$ cat config.mk
export PLATFORM = sky130hd
export DESIGN_NAME = mesm6_gpio2_flat
export DESIGN_NICKNAME = d
export VERILOG_FILES = /design/src/rtl/mesm6_gpio2_pkg.sv /design/src/rtl/mesm6_gpio2_if.sv /design/src/rtl/mesm6_gpio2_filter.sv /design/src/rtl/mesm6_gpio2.sv /design/src/flat_wrapper.sv
export SDC_FILE = /design/constraint.sdc
export NUM_CORES = 1
export LEC_CHECK = 0
export BUFFER_PORTS_ARGS = -buffer_cell sky130_fd_sc_hd__buf_4
export CORE_UTILIZATION = 30
export CTS_BUF_LIST = sky130_fd_sc_hd__clkbuf_2
export DETAILED_ROUTE_END_ITERATION = 12
export PLACE_DENSITY = 0.48
export SLEW_MARGIN = 20
export SYNTH_ARGS = -nofsm -noshare
export SYNTH_HDL_FRONTEND = slang
export SYNTH_HIERARCHICAL = 1
export SYNTH_SLANG_ARGS = --single-unit
$ cat constraint.sdc
create_clock -name clk -period 1.6 [get_ports clk]
set_clock_uncertainty 0.1 [all_clocks]
set_input_delay 0.08 -clock clk [delete_from_list [all_inputs] [get_ports clk]]
set_output_delay 0.08 -clock clk [all_outputs]
set_load 0.02 [all_outputs]
$ cat src/rtl/mesm6_gpio2_pkg.sv
// Shared constants for the mesm6_gpio2 GPIO block: bus widths, register map
// and CTRL bit positions.
package mesm6_gpio2_pkg;
    localparam int DATA_W = 48;
    localparam int ADDR_W = 15;

    localparam logic [3:0] ADDR_DIR   = 4'd0;
    localparam logic [3:0] ADDR_PORT  = 4'd1;
    localparam logic [3:0] ADDR_SET   = 4'd2;
    localparam logic [3:0] ADDR_CLR   = 4'd3;
    localparam logic [3:0] ADDR_TGL   = 4'd4;
    localparam logic [3:0] ADDR_VAL   = 4'd5;
    localparam logic [3:0] ADDR_IEN   = 4'd6;
    localparam logic [3:0] ADDR_IRISE = 4'd7;
    localparam logic [3:0] ADDR_IFALL = 4'd8;
    localparam logic [3:0] ADDR_IFLAG = 4'd9;
    localparam logic [3:0] ADDR_CTRL  = 4'd10;

    localparam int CTRL_GIE = 0;
endpackage

$ cat src/rtl/mesm6_gpio2_if.sv
// CPU-side register bus of the GPIO block.
interface mesm6_gpio2_if;
    import mesm6_gpio2_pkg::*;

    // A request is one cycle with gpio_read and/or gpio_write high (no ready;
    // the slave always accepts). gpio_done pulses the following cycle and
    // gpio_rdata is valid while gpio_done is high.
    logic [ADDR_W-1:0] gpio_addr;
    logic              gpio_read;
    logic              gpio_write;
    logic [DATA_W-1:0] gpio_wdata;
    logic [DATA_W-1:0] gpio_rdata;
    logic              gpio_done;

    modport master (
        output gpio_addr, gpio_read, gpio_write, gpio_wdata,
        input  gpio_rdata, gpio_done
    );
    modport slave (
        input  gpio_addr, gpio_read, gpio_write, gpio_wdata,
        output gpio_rdata, gpio_done
    );
endinterface

$ cat src/rtl/mesm6_gpio2_filter.sv
// Per-pin two-flop synchroniser followed by an optional stability filter.
module mesm6_gpio2_filter #(
    parameter int DEBOUNCE = 0
) (
    input  logic clk,
    input  logic reset,
    input  logic pin,
    output logic val
);
    logic sync1;
    logic sync2;

    always_ff @(posedge clk) begin
        if (reset) begin
            sync1 <= 1'b0;
            sync2 <= 1'b0;
        end else begin
            sync1 <= pin;
            sync2 <= sync1;
        end
    end

    generate
        if (DEBOUNCE == 0) begin : g_bypass
            always_ff @(posedge clk) begin
                if (reset) val <= 1'b0;
                else       val <= sync2;
            end
        end else begin : g_debounce
            localparam int CW = (DEBOUNCE > 1) ? $clog2(DEBOUNCE) : 1;
            logic [CW-1:0] count;

            // Count cycles the synchronised input disagrees with val; any
            // agreement restarts the run.
            always_ff @(posedge clk) begin
                if (reset) begin
                    count <= '0;
                    val   <= 1'b0;
                end else if (sync2 == val) begin
                    count <= '0;
                end else if (count == CW'(DEBOUNCE - 1)) begin
                    val   <= sync2;
                    count <= '0;
                end else begin
                    count <= count + CW'(1);
                end
            end
        end
    endgenerate
endmodule

$ cat src/rtl/mesm6_gpio2.sv
// GPIO block: direction/port registers, filtered input value, edge-triggered
// interrupt flags and a single-cycle register bus.
module mesm6_gpio2
    import mesm6_gpio2_pkg::*;
#(
    parameter int WIDTH    = 48,
    parameter int DEBOUNCE = 0
) (
    input  logic              clk,
    input  logic              reset,
    mesm6_gpio2_if.slave      gpio,
    output logic              interrupt,
    input  logic [WIDTH-1:0]  gpio_inputs,
    output logic [WIDTH-1:0]  gpio_outputs,
    output logic [WIDTH-1:0]  gpio_oe
);
    logic [WIDTH-1:0]  dir, port, ien, irise, ifall, iflag;
    logic [WIDTH-1:0]  val, val_prev, edges, wd, iflag_clr, iflag_next;
    logic              gie;
    logic [3:0]        reg_sel;
    logic [DATA_W-1:0] rd_mux;
    logic [DATA_W-1:0] rdata_q;
    logic              done_q;
    logic              unused_bits;

    assign reg_sel     = gpio.gpio_addr[3:0];
    assign wd          = gpio.gpio_wdata[WIDTH-1:0];
    assign unused_bits = ^{gpio.gpio_addr[ADDR_W-1:4], gpio.gpio_wdata};

    genvar i;
    generate
        for (i = 0; i < WIDTH; i++) begin : g_pin
            mesm6_gpio2_filter #(.DEBOUNCE(DEBOUNCE)) u_filter (
                .clk   (clk),
                .reset (reset),
                .pin   (gpio_inputs[i]),
                .val   (val[i])
            );
        end
    endgenerate

    assign edges      = (val & ~val_prev & irise) | (~val & val_prev & ifall);
    assign iflag_clr  = (gpio.gpio_write && reg_sel == ADDR_IFLAG) ? wd : '0;
    // A new edge beats a simultaneous W1C so no event is lost.
    assign iflag_next = (iflag & ~iflag_clr) | edges;

    always_comb begin
        rd_mux = '0;
        case (reg_sel)
            ADDR_DIR:                     rd_mux[WIDTH-1:0] = dir;
            ADDR_PORT, ADDR_SET,
            ADDR_CLR, ADDR_TGL:           rd_mux[WIDTH-1:0] = port;
            ADDR_VAL:                     rd_mux[WIDTH-1:0] = val;
            ADDR_IEN:                     rd_mux[WIDTH-1:0] = ien;
            ADDR_IRISE:                   rd_mux[WIDTH-1:0] = irise;
            ADDR_IFALL:                   rd_mux[WIDTH-1:0] = ifall;
            ADDR_IFLAG:                   rd_mux[WIDTH-1:0] = iflag;
            ADDR_CTRL:                    rd_mux[CTRL_GIE]  = gie;
            default:                      rd_mux = '0;
        endcase
    end

    always_ff @(posedge clk) begin
        if (reset) begin
            dir      <= '0;
            port     <= '0;
            ien      <= '0;
            irise    <= '0;
            ifall    <= '0;
            iflag    <= '0;
            gie      <= 1'b0;
            val_prev <= '0;
            rdata_q  <= '0;
            done_q   <= 1'b0;
        end else begin
            val_prev <= val;
            iflag    <= iflag_next;
            done_q   <= gpio.gpio_read | gpio.gpio_write;
            if (gpio.gpio_read) rdata_q <= rd_mux;
            if (gpio.gpio_write) begin
                case (reg_sel)
                    ADDR_DIR:   dir   <= wd;
                    ADDR_PORT:  port  <= wd;
                    ADDR_SET:   port  <= port | wd;
                    ADDR_CLR:   port  <= port & ~wd;
                    ADDR_TGL:   port  <= port ^ wd;
                    ADDR_IEN:   ien   <= wd;
                    ADDR_IRISE: irise <= wd;
                    ADDR_IFALL: ifall <= wd;
                    ADDR_CTRL:  gie   <= wd[CTRL_GIE];
                    default:    ;
                endcase
            end
        end
    end

    assign gpio.gpio_rdata = rdata_q;
    assign gpio.gpio_done  = done_q;
    assign gpio_outputs    = port;
    assign gpio_oe         = dir;
    assign interrupt       = gie & |(iflag & ien);
endmodule

$ cat src/flat_wrapper.sv
// flat-port wrapper written by rule: the top's interface ports become plain ports
module mesm6_gpio2_flat import mesm6_gpio2_pkg::*;
#(
    parameter int WIDTH    = 48,
    parameter int DEBOUNCE = 0
)
  (clk, reset, interrupt, gpio_inputs, gpio_outputs, gpio_oe, gpio_gpio_addr, gpio_gpio_read, gpio_gpio_write, gpio_gpio_wdata, gpio_gpio_rdata, gpio_gpio_done);
  mesm6_gpio2_if gpio_i ();
  input  logic clk;
  input  logic reset;
  output logic interrupt;
  input  logic [WIDTH-1:0] gpio_inputs;
  output logic [WIDTH-1:0] gpio_outputs;
  output logic [WIDTH-1:0] gpio_oe;
  input wire logic [$bits(gpio_i.gpio_addr)-1:0] gpio_gpio_addr;
  input wire logic [$bits(gpio_i.gpio_read)-1:0] gpio_gpio_read;
  input wire logic [$bits(gpio_i.gpio_write)-1:0] gpio_gpio_write;
  input wire logic [$bits(gpio_i.gpio_wdata)-1:0] gpio_gpio_wdata;
  output wire logic [$bits(gpio_i.gpio_rdata)-1:0] gpio_gpio_rdata;
  output wire logic [$bits(gpio_i.gpio_done)-1:0] gpio_gpio_done;
  assign gpio_i.gpio_addr = gpio_gpio_addr;
  assign gpio_i.gpio_read = gpio_gpio_read;
  assign gpio_i.gpio_write = gpio_gpio_write;
  assign gpio_i.gpio_wdata = gpio_gpio_wdata;
  assign gpio_gpio_rdata = gpio_i.gpio_rdata;
  assign gpio_gpio_done = gpio_i.gpio_done;
  mesm6_gpio2 #(.WIDTH(WIDTH), .DEBOUNCE(DEBOUNCE)) u_core (.clk(clk), .reset(reset), .gpio(gpio_i), .interrupt(interrupt), .gpio_inputs(gpio_inputs), .gpio_outputs(gpio_outputs), .gpio_oe(gpio_oe));
endmodule
==> impl_metrics.yaml <==
synthesis:
  yosys_warnings: 6
  synth-adder-area-share: 0.0551
  ys_types: 42
  synth_edf_count: 0
  syn_area_sq_um: 21800
  seq_area_frac_synth: 0.487
  ys_ff_latch: 530
  synthesis.nets: 2706
  synth_compound_area_frac: 0.206
  synthSimpleGateAreaFrac: 0.201
  synth_mux_area_frac: 0.000919
  syn_inst: 2495
  avgSynthCellArea_sq_um: 8.74
  synth_top_family_by_area: "compound AO/OA/AOI/OAI gates"
  ys.flop_type: "dfxtp_1"
  async_reset_ff_frac: 0
  synth_xor_area_frac: 0
global_route:
  grt_max_degree: 96
  grt_pass1_vias: 22000
  grt-ovfl-total: 0
  grt_pass1_wl_mm: 132
  grt_antenna_before_repair: 7
  grt_use_total: 0.234
final_layout:
  fill_cells: 6985
  seq_area_sq_um: 11000
  drive_above_1_share: 0.292
  fin_nets: 3518
  finalInstanceArea_sq_um: 32400
  synthToLayoutAreaGrowth_pct: 48.6
  multi_input_comb_area_sq_um: 10300
power_and_ir_drop:
  p_leak_nw: 13.3
  p_per_area_nw_per_um2: 841
  ir_drop_mv: 0.389
critical_path:
  cp.arrival_ns: 2.96
  critPathSlowestCell: "o31a_1"
  cp.required_ns: 1.42
  crit_family: "compound AO/OA/AOI/OAI gates"
  reg2reg_from: "u_core/gpio_outputs[24]"
  cp_num_buf_inv: 2
  end_kind: "output port"
  path_class: "flop to output port"
  crit_fanout: 2
  timing.rr.end: "u_core/gpio.gpio_rdata[24]"
  start_kind: "flop"
  max_stage_delay_ns: 0.35
  r2r_cells: 4
  reg2reg_slack_ns: 0.04
  cp_cell_sequence: "a22o_1 -> a221oi_2 -> buf_4 -> nand4_1 -> o31a_1 -> buf_6"
timing:
  worstMarginPinSlew_ns: 0.904
  layout_setup_ws_ns: -1.54
  min_period_ns: 3.14
  setup_viol: 231
  hold_violations: 0
  relSlewSlack: 0.397
  rsz0062_at_grt: "true"
  fin_crit_sh: 1.96
  clock.fmax_mhz: 318
  maxSlewViolCount: 0
  tns_ns: -62.56
status:
  status: "complete, but fails checks"
  violations: "negative setup slack"
die:
  start_util: 0.304
  die_area_sq_um: 73700
  fp.dieH_um: 272
  core_area_sq_um: 71700
  die-width_um: 272
  io_pins: 261
  num_rows: 98
detailed_routing:
  first_iter_violations: 1793
  post_drt_wl_per_cell_um: 20.2
  firstDrtPassIters: 6
  ant_nets: 0
  dr_total_vias: 21900
  wl_mm: 88.1
  routed_via_density: 5.02
  drc_errors: 0
cts:
  cts.sinks: 530
  cts.path.max_buffers: 3
  h-tree-depth: 4
  cts_root_buffer: "clkbuf_2"
  cts.clk_slew.worst_paths_ns: 0.11
  cts_buffers: 147
  cts_tree: "built"
  worstSkewPairLatency_ns: 1.34
flow_run:
  max_cap_viol_count: 0
min_path:
  hold_path_depth: 6
  min_from: "reset"
  holdPathEnd: "u_core/gpio.gpio_rdata[33]"
  hold_path.class: "input port to flop"
placement:
  dp_hpwl_mm: 55.3
  port_buffers: 249
  postPlaceCellArea_sq_um: 26500
  place_congestion: 0.828
-- registers in the layout, indices dropped and copies added, names as in the netlist --
| signal | count |
|---|---|
| u_core/iflag | 48 |
| u_core/gpio.gpio_rdata | 48 |
| u_core/gpio.gpio_done | 1 |
| u_core/g_pin.u_filter/sync2 | 48 |
| u_core/gpio_outputs | 48 |
| u_core/g_pin.u_filter/val | 48 |
| u_core/gie | 1 |
| u_core/g_pin.u_filter/sync1 | 48 |
| u_core/val_prev | 48 |
| u_core/ifall | 48 |
| u_core/irise | 48 |
| u_core/gpio_oe | 48 |
| u_core/ien | 48 |
-- report_power, final --
group	internal, mW	switching, mW
sequential	13.4	0.204
clock	4.46	5.93
combinational	1.55	1.67
-- per-stage QoR --
stage	power [mW]	utilization	cells	hold slack [ns]	setup WS, ns
floorplan	15.1	-	2495	0.0516	0.0178
global placement	16.4	0.369	3734	0.192	-0.588
detailed placement	16.5	0.369	3734	0.194	-0.572
CTS	27.6	0.450	4359	0.00175	-1.79
global route	28.6	0.452	4361	0.00262	-1.75
finish	27.2	0.452	4361	0.112	-1.54
-- per-layer routing --
layer  global-route usage  vias up  part of all wire
li1                     -    10400                 -
met1                0.295    10500              0.43
met2                0.381      871              0.47
met3               0.0591      154             0.069
met4               0.0925        4             0.029
met5                    0        -           0.00028
-- cells in the mapped netlist, types with 49 or more instances --
cell type / n / area, sq um
o21ai_0: 51 / 255
a221oi_1: 60 / 526
a21oi_1: 241 / 1210
nand2_1: 535 / 2010
dfxtp_1: 530 / 10600
nand3b_1: 49 / 368
clkbuf_1: 96 / 360
nor2b_1: 193 / 1210
a22oi_1: 96 / 721
inv_1: 97 / 364
nor2_1: 150 / 563
ha_1: 96 / 1200
buf_2: 58 / 290
-- worst max path at each step --
stage                            startpoint                      end  cells after the start  slack (ns)
final                       u_core/iflag[4]                interrupt                      6       -1.54
after global routing        u_core/iflag[4]                interrupt                      6       -1.75
after CTS                    u_core/ien[13]                interrupt                      6       -1.79
after detailed placement   u_core/iflag[35]                interrupt                      5       -0.57
after global placement     u_core/iflag[35]                interrupt                      5       -0.59
after floorplan           gpio_gpio_addr[0]  u_core/gpio_outputs[30]                      7        0.02
-- tightest hold or removal path: stages --
cell           delay (ns)
dlygate4sd3_1        0.56
buf_8                0.14
nand3b_1             0.13
buf_4                0.31
a31oi_1              0.10
a21o_1               0.16
-- cells by family (layout without fill, tap and decap cells) --
| logic type | after synthesis | after routing |
|---|---|---|
| other | 0 | 2 |
| AOI/OAI and AO/OA | 652 | 652 |
| DFF | 530 | 530 |
| buffers and inverters | 263 | 1177 |
| adders and majority gates | 96 | 96 |
| muxes | 2 | 2 |
| and+or+nand+nor | 952 | 952 |
-- final cells by class --
class / count / area share
tap: 950 / 0.0367
sequential: 530 / 0.339
inverter: 97 / 0.0112
timing repair buffer: 829 / 0.252
clock buffer: 207 / 0.0320
clock inverter: 44 / 0.0109
multi-input combinational: 1702 / 0.318
antenna: 2 / 0.000155
-- timing repair --
item,CTS,global route
setup endpoints to repair,146,344
cloned,0,1
buffers inserted,107,8
resized for setup,373,17
endpoints found under the hold margin,530,443
pin swaps,1,10
hold buffers,272,10
-- placed cells by master (no fill, tap or decap), drive strengths merged, types with 2 or more instances in the layout --
cell type    Yosys  layout
buf             70     557
nand2          535     535
dfxtp          530     530
dlygate4sd3      0     271
a21oi          241     241
clkbuf          96     208
nor2b          193     193
nor2           150     150
inv             97     100
a22oi           96      96
ha              96      96
a221oi          60      60
o21ai           51      51
nand3b          49      49
a311oi          48      48
a222oi          47      47
a21o            47      47
a31oi           47      47
clkinv           0      31
a22o            12      12
bufinv           0       6
and2             6       6
clkinvlp         0       4
nand4            3       3
and4bb           3       3
diode            0       2
nor4b            2       2
mux2i            2       2
or2              2       2
No activity file was read; power rests on OpenSTA's default activity.
